$ cat config.mk
export PLATFORM = sky130hd
export DESIGN_NAME = cla_pipe_addsub
export DESIGN_NICKNAME = d
export VERILOG_FILES = /design/src/rtl/cla_pipe_addsub.sv
export SDC_FILE = /design/constraint.sdc
export NUM_CORES = 1
export LEC_CHECK = 0
export CAP_MARGIN = 0
export CORE_ASPECT_RATIO = 0.6
export CORE_UTILIZATION = 51
export DETAILED_ROUTE_END_ITERATION = 7
export PLACE_DENSITY = 0.73
export SYNTH_ARGS = -nofsm -noshare
export SYNTH_HDL_FRONTEND = slang
export SYNTH_SLANG_ARGS = --single-unit
$ cat constraint.sdc
create_clock -name clk -period 10.3 [get_ports clk]
set_input_delay 2.06 -clock clk [delete_from_list [all_inputs] [get_ports clk]]
set_output_delay 2.06 -clock clk [all_outputs]
set_load 0.05 [all_outputs]
$ cat src/rtl/cla_pipe_addsub.sv
// Pipelined carry-lookahead adder/subtractor: one SEG-bit lookahead segment per stage,
// registered inter-segment carry, operand skew/deskew and a global valid/ready advance.
module cla_pipe_addsub #(
    parameter int unsigned N   = 64,
    parameter int unsigned SEG = 16
) (
    input  logic         clk,
    input  logic         rst,
    input  logic         in_valid,
    output logic         in_ready,
    input  logic [N-1:0] A,
    input  logic [N-1:0] B,
    input  logic         cin,
    input  logic         sub,
    output logic         out_valid,
    input  logic         out_ready,
    output logic [N-1:0] sum,
    output logic         cout,
    output logic         ovf,
    output logic         zero
);

    localparam int unsigned L = N / SEG;

    // Returns {carry into segment msb, carry out, sum}.
    function automatic logic [SEG+1:0] cla_seg(input logic [SEG-1:0] a, input logic [SEG-1:0] b,
                                              input logic c0);
        logic [SEG-1:0] g;
        logic [SEG-1:0] p;
        logic [SEG:0]   c;
        logic           prop;
        logic           ci;
        g    = a & b;
        p    = a ^ b;
        c    = '0;
        c[0] = c0;
        for (int i = 0; i < int'(SEG); i++) begin
            prop = 1'b1;
            ci   = g[i];
            for (int j = i - 1; j >= 0; j--) begin
                prop = prop & p[j+1];
                ci   = ci | (prop & g[j]);
            end
            prop   = prop & p[0];
            c[i+1] = ci | (prop & c0);
        end
        return {c[SEG-1], c[SEG], p ^ c[SEG-1:0]};
    endfunction

    logic [N-1:0] a_q   [L];
    logic [N-1:0] b_q   [L];
    logic [N-1:0] s_q   [L];
    logic         c_q   [L];
    logic         sub_q [L];
    logic         v_q   [L];
    logic [N-1:0] a_d   [L];
    logic [N-1:0] b_d   [L];
    logic [N-1:0] s_d   [L];
    logic         c_d   [L];
    logic         sub_d [L];
    logic         v_d   [L];
    logic         ovf_q, ovf_d;
    logic         zero_q, zero_d;

    logic [N-1:0]   a_in, b_in, s_in;
    logic           c_in, sub_in, v_in;
    logic [SEG+1:0] seg_r;
    logic           adv;

    assign adv       = ~v_q[L-1] | out_ready;
    assign in_ready  = adv;
    assign out_valid = v_q[L-1];
    assign sum       = s_q[L-1];
    assign cout      = c_q[L-1];
    assign ovf       = ovf_q;
    assign zero      = zero_q;

    always_comb begin
        a_in   = '0;
        b_in   = '0;
        s_in   = '0;
        c_in   = 1'b0;
        sub_in = 1'b0;
        v_in   = 1'b0;
        seg_r  = '0;
        for (int k = 0; k < int'(L); k++) begin
            if (k == 0) begin
                a_in   = A;
                b_in   = B;
                s_in   = '0;
                c_in   = sub | cin;
                sub_in = sub;
                v_in   = in_valid;
            end else begin
                a_in   = a_q[(k > 0) ? k - 1 : 0];
                b_in   = b_q[(k > 0) ? k - 1 : 0];
                s_in   = s_q[(k > 0) ? k - 1 : 0];
                c_in   = c_q[(k > 0) ? k - 1 : 0];
                sub_in = sub_q[(k > 0) ? k - 1 : 0];
                v_in   = v_q[(k > 0) ? k - 1 : 0];
            end
            seg_r = cla_seg(a_in[k*SEG +: SEG], b_in[k*SEG +: SEG] ^ {SEG{sub_in}}, c_in);
            a_d[k]              = a_in;
            b_d[k]              = b_in;
            sub_d[k]            = sub_in;
            v_d[k]              = v_in;
            c_d[k]              = seg_r[SEG];
            s_d[k]              = s_in;
            s_d[k][k*SEG +: SEG] = seg_r[SEG-1:0];
        end
        // seg_r now holds the final segment's result.
        ovf_d  = seg_r[SEG+1] ^ seg_r[SEG];
        zero_d = (s_d[L-1] == '0);
    end

    always_ff @(posedge clk) begin
        if (rst) begin
            for (int k = 0; k < int'(L); k++) begin
                a_q[k]   <= '0;
                b_q[k]   <= '0;
                s_q[k]   <= '0;
                c_q[k]   <= 1'b0;
                sub_q[k] <= 1'b0;
                v_q[k]   <= 1'b0;
            end
            ovf_q  <= 1'b0;
            zero_q <= 1'b0;
        end else if (adv) begin
            for (int k = 0; k < int'(L); k++) begin
                a_q[k]   <= a_d[k];
                b_q[k]   <= b_d[k];
                s_q[k]   <= s_d[k];
                c_q[k]   <= c_d[k];
                sub_q[k] <= sub_d[k];
                v_q[k]   <= v_d[k];
            end
            ovf_q  <= ovf_d;
            zero_q <= zero_d;
        end
    end

    // Consumed operand segments and the final stage's operand copies are never read.
    logic unused_ops;
    always_comb begin
        unused_ops = 1'b0;
        for (int k = 0; k < int'(L); k++) begin
            unused_ops = unused_ops ^ (^{a_q[k], b_q[k], sub_q[k]});
        end
    end

endmodule

# Word level (Yosys, flattened, before mapping)
# Memories as Yosys holds them, arrays and structs flattened.
# Cells that the tools add are included.
dict set report classes {
  n_bitwise 1612
  mux 29
  n_reduce_logical 1
}
# cell n
set ops {}
lappend ops {{AND 1 bit} 1024}
lappend ops {{2-to-1 mux 64 bit} 12}
lappend ops {{OR 1 bit} 570}
lappend ops {{XOR 16 bit} 12}
lappend ops {{AND 16 bit} 4}
lappend ops {{logical NOT 64 bit} 1}
lappend ops {{2-to-1 mux 1 bit} 17}
lappend ops {{inverter 1 bit} 1}
lappend ops {{XOR 1 bit} 1}
dict set report word_totals {
  mem_bits_rw 780
  word_cells 1650
  mem_count 6
  output_inout_bits 69
  regBits 2
}
# name words word_bits rd rd_clocked_by_memory_dff write_ports line
set memory_table {}
lappend memory_table {a_q 4 64 3 0 4 50} ;# logic [N-1:0] a_q [L];
lappend memory_table {b_q 4 64 3 0 4 51} ;# logic [N-1:0] b_q [L];
lappend memory_table {s_q 4 64 4 0 4 52} ;# logic [N-1:0] s_q [L];
lappend memory_table {c_q 4 1 4 0 4 53} ;# logic c_q [L];
lappend memory_table {sub_q 4 1 3 0 4 54} ;# logic sub_q [L];
lappend memory_table {v_q 4 1 4 0 4 55} ;# logic v_q [L];

# Longest topological paths before layout
# Gate-level depths: netlist of the first run.
# An unclocked memory read counts as a cell.
dict set report depth {
  ltp_word 21
  depth_mapped 12
}

# Least setup slack after synthesis of the first run
# OpenSTA, ideal clock, no wires.
dict set report synth_timing {
  path_kind {input to register}
  startpoint {in out_ready}
  endpoint {mem a_q[1][36] (netlist: a_q[0][100]), enable pin}
  path_stages 3
  arrival_ns 9.656
  setup_slack_ns -0.066
  required_time_ns 9.590
  cell_sequence {nand2b_1 > nor2_1 > inv_1}
}
# element line
set synth_lines {}
lappend synth_lines {{start, declared} 16} ;# input logic out_ready,
lappend synth_lines {{end, declared} 50}

# Final worst setup path of the first run
dict set report layout_timing {
  startpoint {in out_ready}
  endpoint {out in_ready}
}
dict set report layout_between {
  elab_chain_cells 1
}
# element line
set layout_rtl {}
lappend layout_rtl {{OR 1 bit} 70} ;# assign adv = ~v_q[L-1] | out_ready;
lappend layout_rtl {{end, declared} 10} ;# output logic in_ready,
# Every way passes these cells.

==> flow_metrics.env, run 1 <==
export IMPL_ir_drop_v=0.000102
export IMPL_slew_violations=0
export IMPL_critPathMaxStageDelay_ps=840
export IMPL_relSlewSlack_pct=24.4
export IMPL_dieArea_um2=33400
export IMPL_cts_sinks=365
export IMPL_hold_viol=0
export IMPL_hold_buffers=0
export IMPL_synthArstFlopShare_pct=0
export IMPL_core_um2=31700
export IMPL_syn_area_per_cell_um2=13.8
export IMPL_cp_required_ps=8240
export IMPL_io_pins=203
export IMPL_start_kind="primary input"
export IMPL_synth_edff_count=363
export IMPL_seq_area_frac_synth_pct=65.7
export IMPL_clockRootBuffer="clkbuf_16"
export IMPL_dr_pass1_iters=4
export IMPL_post_cts_setup_buffers=0
export IMPL_initial_core_util_pct=52.6
export IMPL_drive_gt1_share_pct=5.05
export IMPL_synth_xor_area_share_pct=5.47
export IMPL_synth_nets=1411
export IMPL_post_route_period_util_pct=54.7
export IMPL_arrival_ps=3570
export IMPL_antenna_found_initial=0
export IMPL_grt_first_pass_wirelength_mm=46.4
export IMPL_cts_clk_slew_worst_paths_ps=70
export IMPL_place_congestion=0.841
export IMPL_diodes=0
export IMPL_grt_max_degree=195
export IMPL_tns_ps=0
export IMPL_num_vias=9370
export IMPL_crit_path_frequent_cell="clkdlybuf4s50_1"
export IMPL_synth_compound_area_share_pct=4.87
export IMPL_path_max_fanout=6
export IMPL_synth_cell_types=61
export IMPL_fp_row_count=50
export IMPL_clock_skew_ps=19.2
export IMPL_wl_per_cell_um=16.0
export IMPL_cts_resized=0
export IMPL_synthMuxAreaShare_pct=0.300
export IMPL_cts_tree="yes"
export IMPL_leakage_nw=8.52
export IMPL_synth_area_um2=16700
export IMPL_critPathCaptureType="output port"
export IMPL_setup_violations=0
export IMPL_worstMarginPinSlew_ps=1130
export IMPL_status="complete, no violations"
export IMPL_synthAdderAreaFrac_pct=5.44
export IMPL_powerDensity_nw_per_um2=176
export IMPL_area_delta_synth_final_pct=21.5
export IMPL_numPortBuffers=202
export IMPL_fin_hold_ws_ps=502
export IMPL_drcViolationCount=0
export IMPL_finalNetCount=1607
export IMPL_wl_mm=29.5
export IMPL_die_w_um=235
export IMPL_synth_seq_cells=365
export IMPL_period_needed_ps=5630
export IMPL_crit_chain="clkdlybuf4s50_1 > nand2b_1 > clkdlybuf4s50_1"
export IMPL_rsz0062_at_grt="no"
export IMPL_htreeDepth=2
export IMPL_dpl_hpwl_mm=20.0
export IMPL_drt_antenna_violating_nets=0
export IMPL_yosysWarnings=0
export IMPL_yosys_area_share_simple_pct=16.8
export IMPL_hold_path_class="flop to flop"
export IMPL_crit_slowest_cell="clkdlybuf4s50_1"
export IMPL_max_cap_viol_count=0
export IMPL_grt_use_total_pct=17.7
export IMPL_die_height_um=142
export IMPL_clock_latency_ps=520
export IMPL_viasPerCell=5.08
export IMPL_ctsLongestPathBuffers=3
export IMPL_synth_cells=1207
export IMPL_max_freq_ghz=0.178
export IMPL_overflow=0
export IMPL_grt_pass1_vias=8955
export IMPL_crit_type="primary input to output port"
export IMPL_drt_iter0_markers=619
export IMPL_critPathTopFamily="buffers and inverters"
export IMPL_cts_made_buffers=35
export IMPL_synth_top_family_by_area="simple AND/OR/NAND/NOR gates"
export IMPL_ys_flop_type="edfxtp_1"
export IMPL_worst_path_buf_inv=2
cells by family (layout without fill, tap and decap cells):
group / count (synthesis) / after routing
flip-flops: 365 / 365
AO/OA/AOI/OAI: 117 / 117
buffers and inverters: 63 / 283
XOR/XNOR: 104 / 104
multiplexers: 5 / 5
adder cells (fa/ha/maj): 70 / 70
AND/OR/NAND/NOR: 483 / 483
synthesized netlist by cell type, drive strengths merged (2+ instances only):
| cell type | number | area share [%] |
|---|---|---|
| a2111oi | 4 | 0.29 |
| inv | 10 | 0.23 |
| a211oi | 6 | 0.27 |
| buf | 4 | 0.11 |
| o21bai | 4 | 0.18 |
| and2 | 308 | 12 |
| or3 | 2 | 0.075 |
| nand4b | 2 | 0.11 |
| nor2b | 3 | 0.11 |
| ha | 66 | 5.0 |
| xor2 | 79 | 4.2 |
| or2 | 3 | 0.11 |
| nor2 | 61 | 1.4 |
| or4 | 2 | 0.090 |
| clkbuf | 48 | 1.1 |
| o31a | 2 | 0.11 |
| a21oi | 30 | 0.90 |
| nor3 | 27 | 0.84 |
| fa | 4 | 0.48 |
| a31oi | 9 | 0.34 |
| o21a | 9 | 0.41 |
| nand3 | 7 | 0.21 |
| nor4 | 15 | 0.56 |
| a21o | 16 | 0.72 |
| o211a | 2 | 0.12 |
| edfxtp | 363 | 65 |
| o21ai | 16 | 0.48 |
| nand4 | 6 | 0.23 |
| mux2i | 5 | 0.30 |
| nor3b | 2 | 0.090 |
| xnor2 | 25 | 1.3 |
| a31o | 2 | 0.11 |
| dfxtp | 2 | 0.24 |
| nand2b | 7 | 0.26 |
| a2111o | 2 | 0.14 |
| and4 | 4 | 0.21 |
| and3 | 4 | 0.15 |
| nand2 | 26 | 0.59 |
| o211ai | 5 | 0.23 |
stage by stage:
step	area (um2)	setup slack, ps	util (%)	cells	power [mW]
3_5_place_dp	19100	4670	60.3	1782	2.31
5_1_grt	20200	4610	63.9	1843	3.70
2_1_floorplan	16700	1560	-	1207	2.14
6_report	20200	4670	63.9	1843	3.55
3_3_place_gp	19100	4690	60.3	1782	2.30
4_1_cts	20200	4660	63.9	1843	3.59
worst paths after layout:
path	from	cells after the start	slack (ps)	end
hold / removal	s_q[0][79]$_SDFFCE_PN0P_	1	500	s_q[0][143]$_SDFFCE_PN0P_
setup reg to reg	sub_q[0][1]$_SDFFCE_PN0P_	9	6620	c_q[0][2]$_SDFFCE_PN0P_
hold reg to reg	s_q[0][79]$_SDFFCE_PN0P_	1	500	s_q[0][143]$_SDFFCE_PN0P_
setup / recovery	out_ready	3	4670	in_ready
metal layers:
layer / track usage [%] / wire length (um) / part of all wire [%]
met5: 0 / 0 / 0
met4: 4.75 / 560 / 1.9
met3: 3.53 / 1320 / 4.5
met2: 27.5 / 13300 / 45
met1: 25.5 / 14400 / 49
flip-flops by register name, indices dropped and copies added (netlist names):
| register | flops |
|---|---|
| v_q | 4 |
| s_q | 160 |
| zero | 1 |
| b_q | 96 |
| sub_q | 3 |
| ovf | 1 |
| c_q | 4 |
| a_q | 96 |
layout make-up:
class	instances	area, um2
fillers	2341	11400
flip-flops and latches	365	10900
multi-input cells	779	5490
repair buffers	211	2100
clock buffers	47	983
well taps	416	520
clock inverters	14	154
inverters	11	45.0
power breakdown:
part           leakage [nW]  switching, mW  internal, mW
sequential             4.32         0.0447          1.76
clock                 0.555          0.529         0.749
combinational          3.65          0.259         0.212
placed cells by master, fill, tap and decap left out, drive strengths merged, types with 10 or more instances in the layout:
cell and count:
nor4 15, clkdlybuf4s50 202, and2 308, a21oi 30, xnor2 25, nand2 26, inv 10, clkbuf 47
nor3 27, nor2 61, a21o 16, ha 66, o21ai 16, xor2 79, edfxtp 363
No activity file was read; power rests on OpenSTA's default activity.
==> run 2: changes to the inputs <==
--- a/config.mk
+++ b/config.mk
@@ -7,9 +7,9 @@
 export LEC_CHECK = 0
 export CAP_MARGIN = 0
 export CORE_ASPECT_RATIO = 0.6
-export CORE_UTILIZATION = 51
+export CORE_UTILIZATION = 56
 export DETAILED_ROUTE_END_ITERATION = 7
-export PLACE_DENSITY = 0.73
+export PLACE_DENSITY = 0.76
 export SYNTH_ARGS = -nofsm -noshare
 export SYNTH_HDL_FRONTEND = slang
 export SYNTH_SLANG_ARGS = --single-unit
==> constraint.sdc (replaced) <==
create_clock -name clk -period 5.9 [get_ports clk]
set_input_delay 1.18 -clock clk [delete_from_list [all_inputs] [get_ports clk]]
set_output_delay 1.18 -clock clk [all_outputs]
set_load 0.05 [all_outputs]
==> run 2 against run 1 <==
  * Hold slack got worse by 6.2 ps
  * Non-clock buffer count increased by 4
  * Wire length increased by 2.0%
  * Register-to-register slack got worse by 4700 ps
  * Clock power increased by 63%
==> flow_metrics.env, run 2 (synthesized netlist as in run 1, its figures left out) <==
export IMPL_worstMarginPinSlew_ps=989
export IMPL_htreeDepth=2
export IMPL_met1_usage_pct=28.1
export IMPL_power_mw=6.07
export IMPL_ir_drop_v=0.000243
export IMPL_wl_mm=30.1
export IMPL_rr_startpoint="sub_q[0][2]$_SDFFCE_PN0P_"
export IMPL_r2r_cells=9
export IMPL_placedCellCount=1770
export IMPL_final_cell_mix="edfxtp_1, and2_1, clkdlybuf4s50_1"
export IMPL_drt_iter0_markers=647
export IMPL_hold_path_class="flop to flop"
export IMPL_core_um2=29000
export IMPL_top_usage_layer="met2"
export IMPL_cts_sinks=365
export IMPL_slew_violations=0
export IMPL_period_needed_ps=3940
export IMPL_status="complete, no violations"
export IMPL_drive_gt1_share_pct=5.38
export IMPL_leakage_nw=8.51
export IMPL_grt_util_met3_pct=4.32
export IMPL_holdPathStages=2
export IMPL_grt_use_total_pct=20.0
export IMPL_cts_made_buffers=34
export IMPL_crit_type="flop to flop"
export IMPL_dr_pass1_iters=5
export IMPL_cts_clk_slew_worst_paths_ps=60
export IMPL_clockRootBuffer="clkbuf_16"
export IMPL_critPathCaptureType="flop"
export IMPL_cp_required_ps=6320
export IMPL_drt_antenna_violating_nets=0
export IMPL_critical_path_startpoint="sub_q[0][2]$_SDFFCE_PN0P_"
export IMPL_clock_latency_ps=520
export IMPL_fin_cells=1832
export IMPL_place_congestion=0.854
export IMPL_post_cts_setup_buffers=0
export IMPL_hold_viol=0
export IMPL_reg2reg_to="zero$_SDFFE_PP0N_"
export IMPL_top_regs="s_q x160, a_q x96, b_q x96"
export IMPL_final_common_cell="edfxtp_1"
export IMPL_worst_path_buf_inv=0
export IMPL_worstSetupEndpoint="zero$_SDFFE_PP0N_"
export IMPL_path_depth=9
export IMPL_grt_max_degree=227
export IMPL_critPathMaxStageDelay_ps=940
export IMPL_dpl_hpwl_mm=20.7
export IMPL_num_vias=9451
export IMPL_crit_slowest_cell="edfxtp_1"
export IMPL_overflow=0
export IMPL_met2_usage_pct=31.6
export IMPL_grt_first_pass_wirelength_mm=46.8
export IMPL_initial_core_util_pct=57.4
export IMPL_clock_skew_ps=15.6
export IMPL_drcViolationCount=0
export IMPL_largest_reg_flops=160
export IMPL_dieArea_um2=30500
export IMPL_path_max_fanout=16
export IMPL_powerDensity_nw_per_um2=301
export IMPL_die_height_um=136
export IMPL_rsz0062_at_grt="no"
export IMPL_post_route_period_util_pct=66.8
export IMPL_start_kind="flop"
export IMPL_area_delta_synth_final_pct=21.2
export IMPL_hold_buffers=0
export IMPL_finalNetCount=1610
export IMPL_fp_row_count=48
export IMPL_max_cap_viol_count=0
export IMPL_fin_hold_ws_ps=496
export IMPL_numPortBuffers=202
export IMPL_max_freq_ghz=0.254
export IMPL_fill_cells=2020
export IMPL_setup_violations=0
export IMPL_wl_per_cell_um=16.4
export IMPL_top_register="s_q"
export IMPL_arrival_ps=4370
export IMPL_crit_chain="xor2_1 > fa_1 > nor4_1 > and4_1 > nand4_1 > nand4b_1 > a2111oi_2 > nand4_1 > o41ai_2"
export IMPL_grt_pass1_vias=9144
export IMPL_critPathTopFamily="simple AND/OR/NAND/NOR gates"
export IMPL_io_pins=203
export IMPL_antenna_found_initial=1
export IMPL_ff2ff_setup_slack_ps=1960
export IMPL_cts_resized=0
export IMPL_cts_tree="yes"
export IMPL_relSlewSlack_pct=33.5
export IMPL_ctsLongestPathBuffers=3
export IMPL_crit_path_frequent_cell="nand4_1"
export IMPL_die_w_um=225
export IMPL_viasPerCell=5.16
==> run 2: cell types whose count changed in the layout (fill, tap and decap cells not counted), sizes merged <==
cell,change
clkbuf,-7
diode,+1
clkinv,+8
bufinv,-1
buf,+4
==> run 2: worst min-delay path by stage <==
stage | end | slack [ps] | from
after floorplan | a_q[0][100]$_SDFFCE_PN0P_ | 500 | a_q[0][36]$_SDFFCE_PN0P_
after global placement | zero$_SDFFE_PP0N_ | 480 | zero$_SDFFE_PP0N_
after detailed placement | zero$_SDFFE_PP0N_ | 470 | zero$_SDFFE_PP0N_
after CTS | zero$_SDFFE_PP0N_ | 490 | zero$_SDFFE_PP0N_
after global routing | zero$_SDFFE_PP0N_ | 520 | zero$_SDFFE_PP0N_
final | zero$_SDFFE_PP0N_ | 500 | zero$_SDFFE_PP0N_
==> run 2: layout make-up <==
class	count	area, um2	share of cell area [%]
repair buffers	215	2140	10.6
inverters	11	45.0	0.223
clock buffers	40	895	4.43
multi-input cells	779	5500	27.3
diodes	1	2.50	0.0124
well taps	400	500	2.48
flip-flops and latches	365	10900	54.2
clock inverters	21	156	0.775
==> run 2: routing by layer <==
metal | share of wire [%] | vias to the layer above
li1 | - | 4727
met1 | 47 | 4445
met2 | 46 | 228
met3 | 5.3 | 51
met4 | 2.0 | 0
met5 | 0 | -
==> run 2: metrics by stage <==
stage | util [%] | worst slack (ps) | area [um2] | setup TNS [ps]
3_5_place_dp | 66.0 | 1710 | 19100 | 0
2_1_floorplan | - | -1490 | 16700 | -542130
6_report | 69.6 | 1960 | 20200 | 0
3_3_place_gp | 66.0 | 1880 | 19100 | 0
4_1_cts | 69.6 | 1970 | 20200 | 0
5_1_grt | 69.6 | 1780 | 20200 | 0
==> run 2: tightest hold or removal path: cells and delay by family, from the launching register on <==
| kind | cells | cell delay, ps |
|---|---|---|
| compound gates | 1 | 50 |
| flops | 1 | 340 |
| simple gates | 1 | 80 |
==> run 2: power breakdown <==
group	leakage (nW)	internal, mW	switching (mW)
sequential	4.32	3.07	0.0819
combinational	3.68	0.371	0.453
clock	0.519	1.18	0.915
total	8.51	4.62	1.45
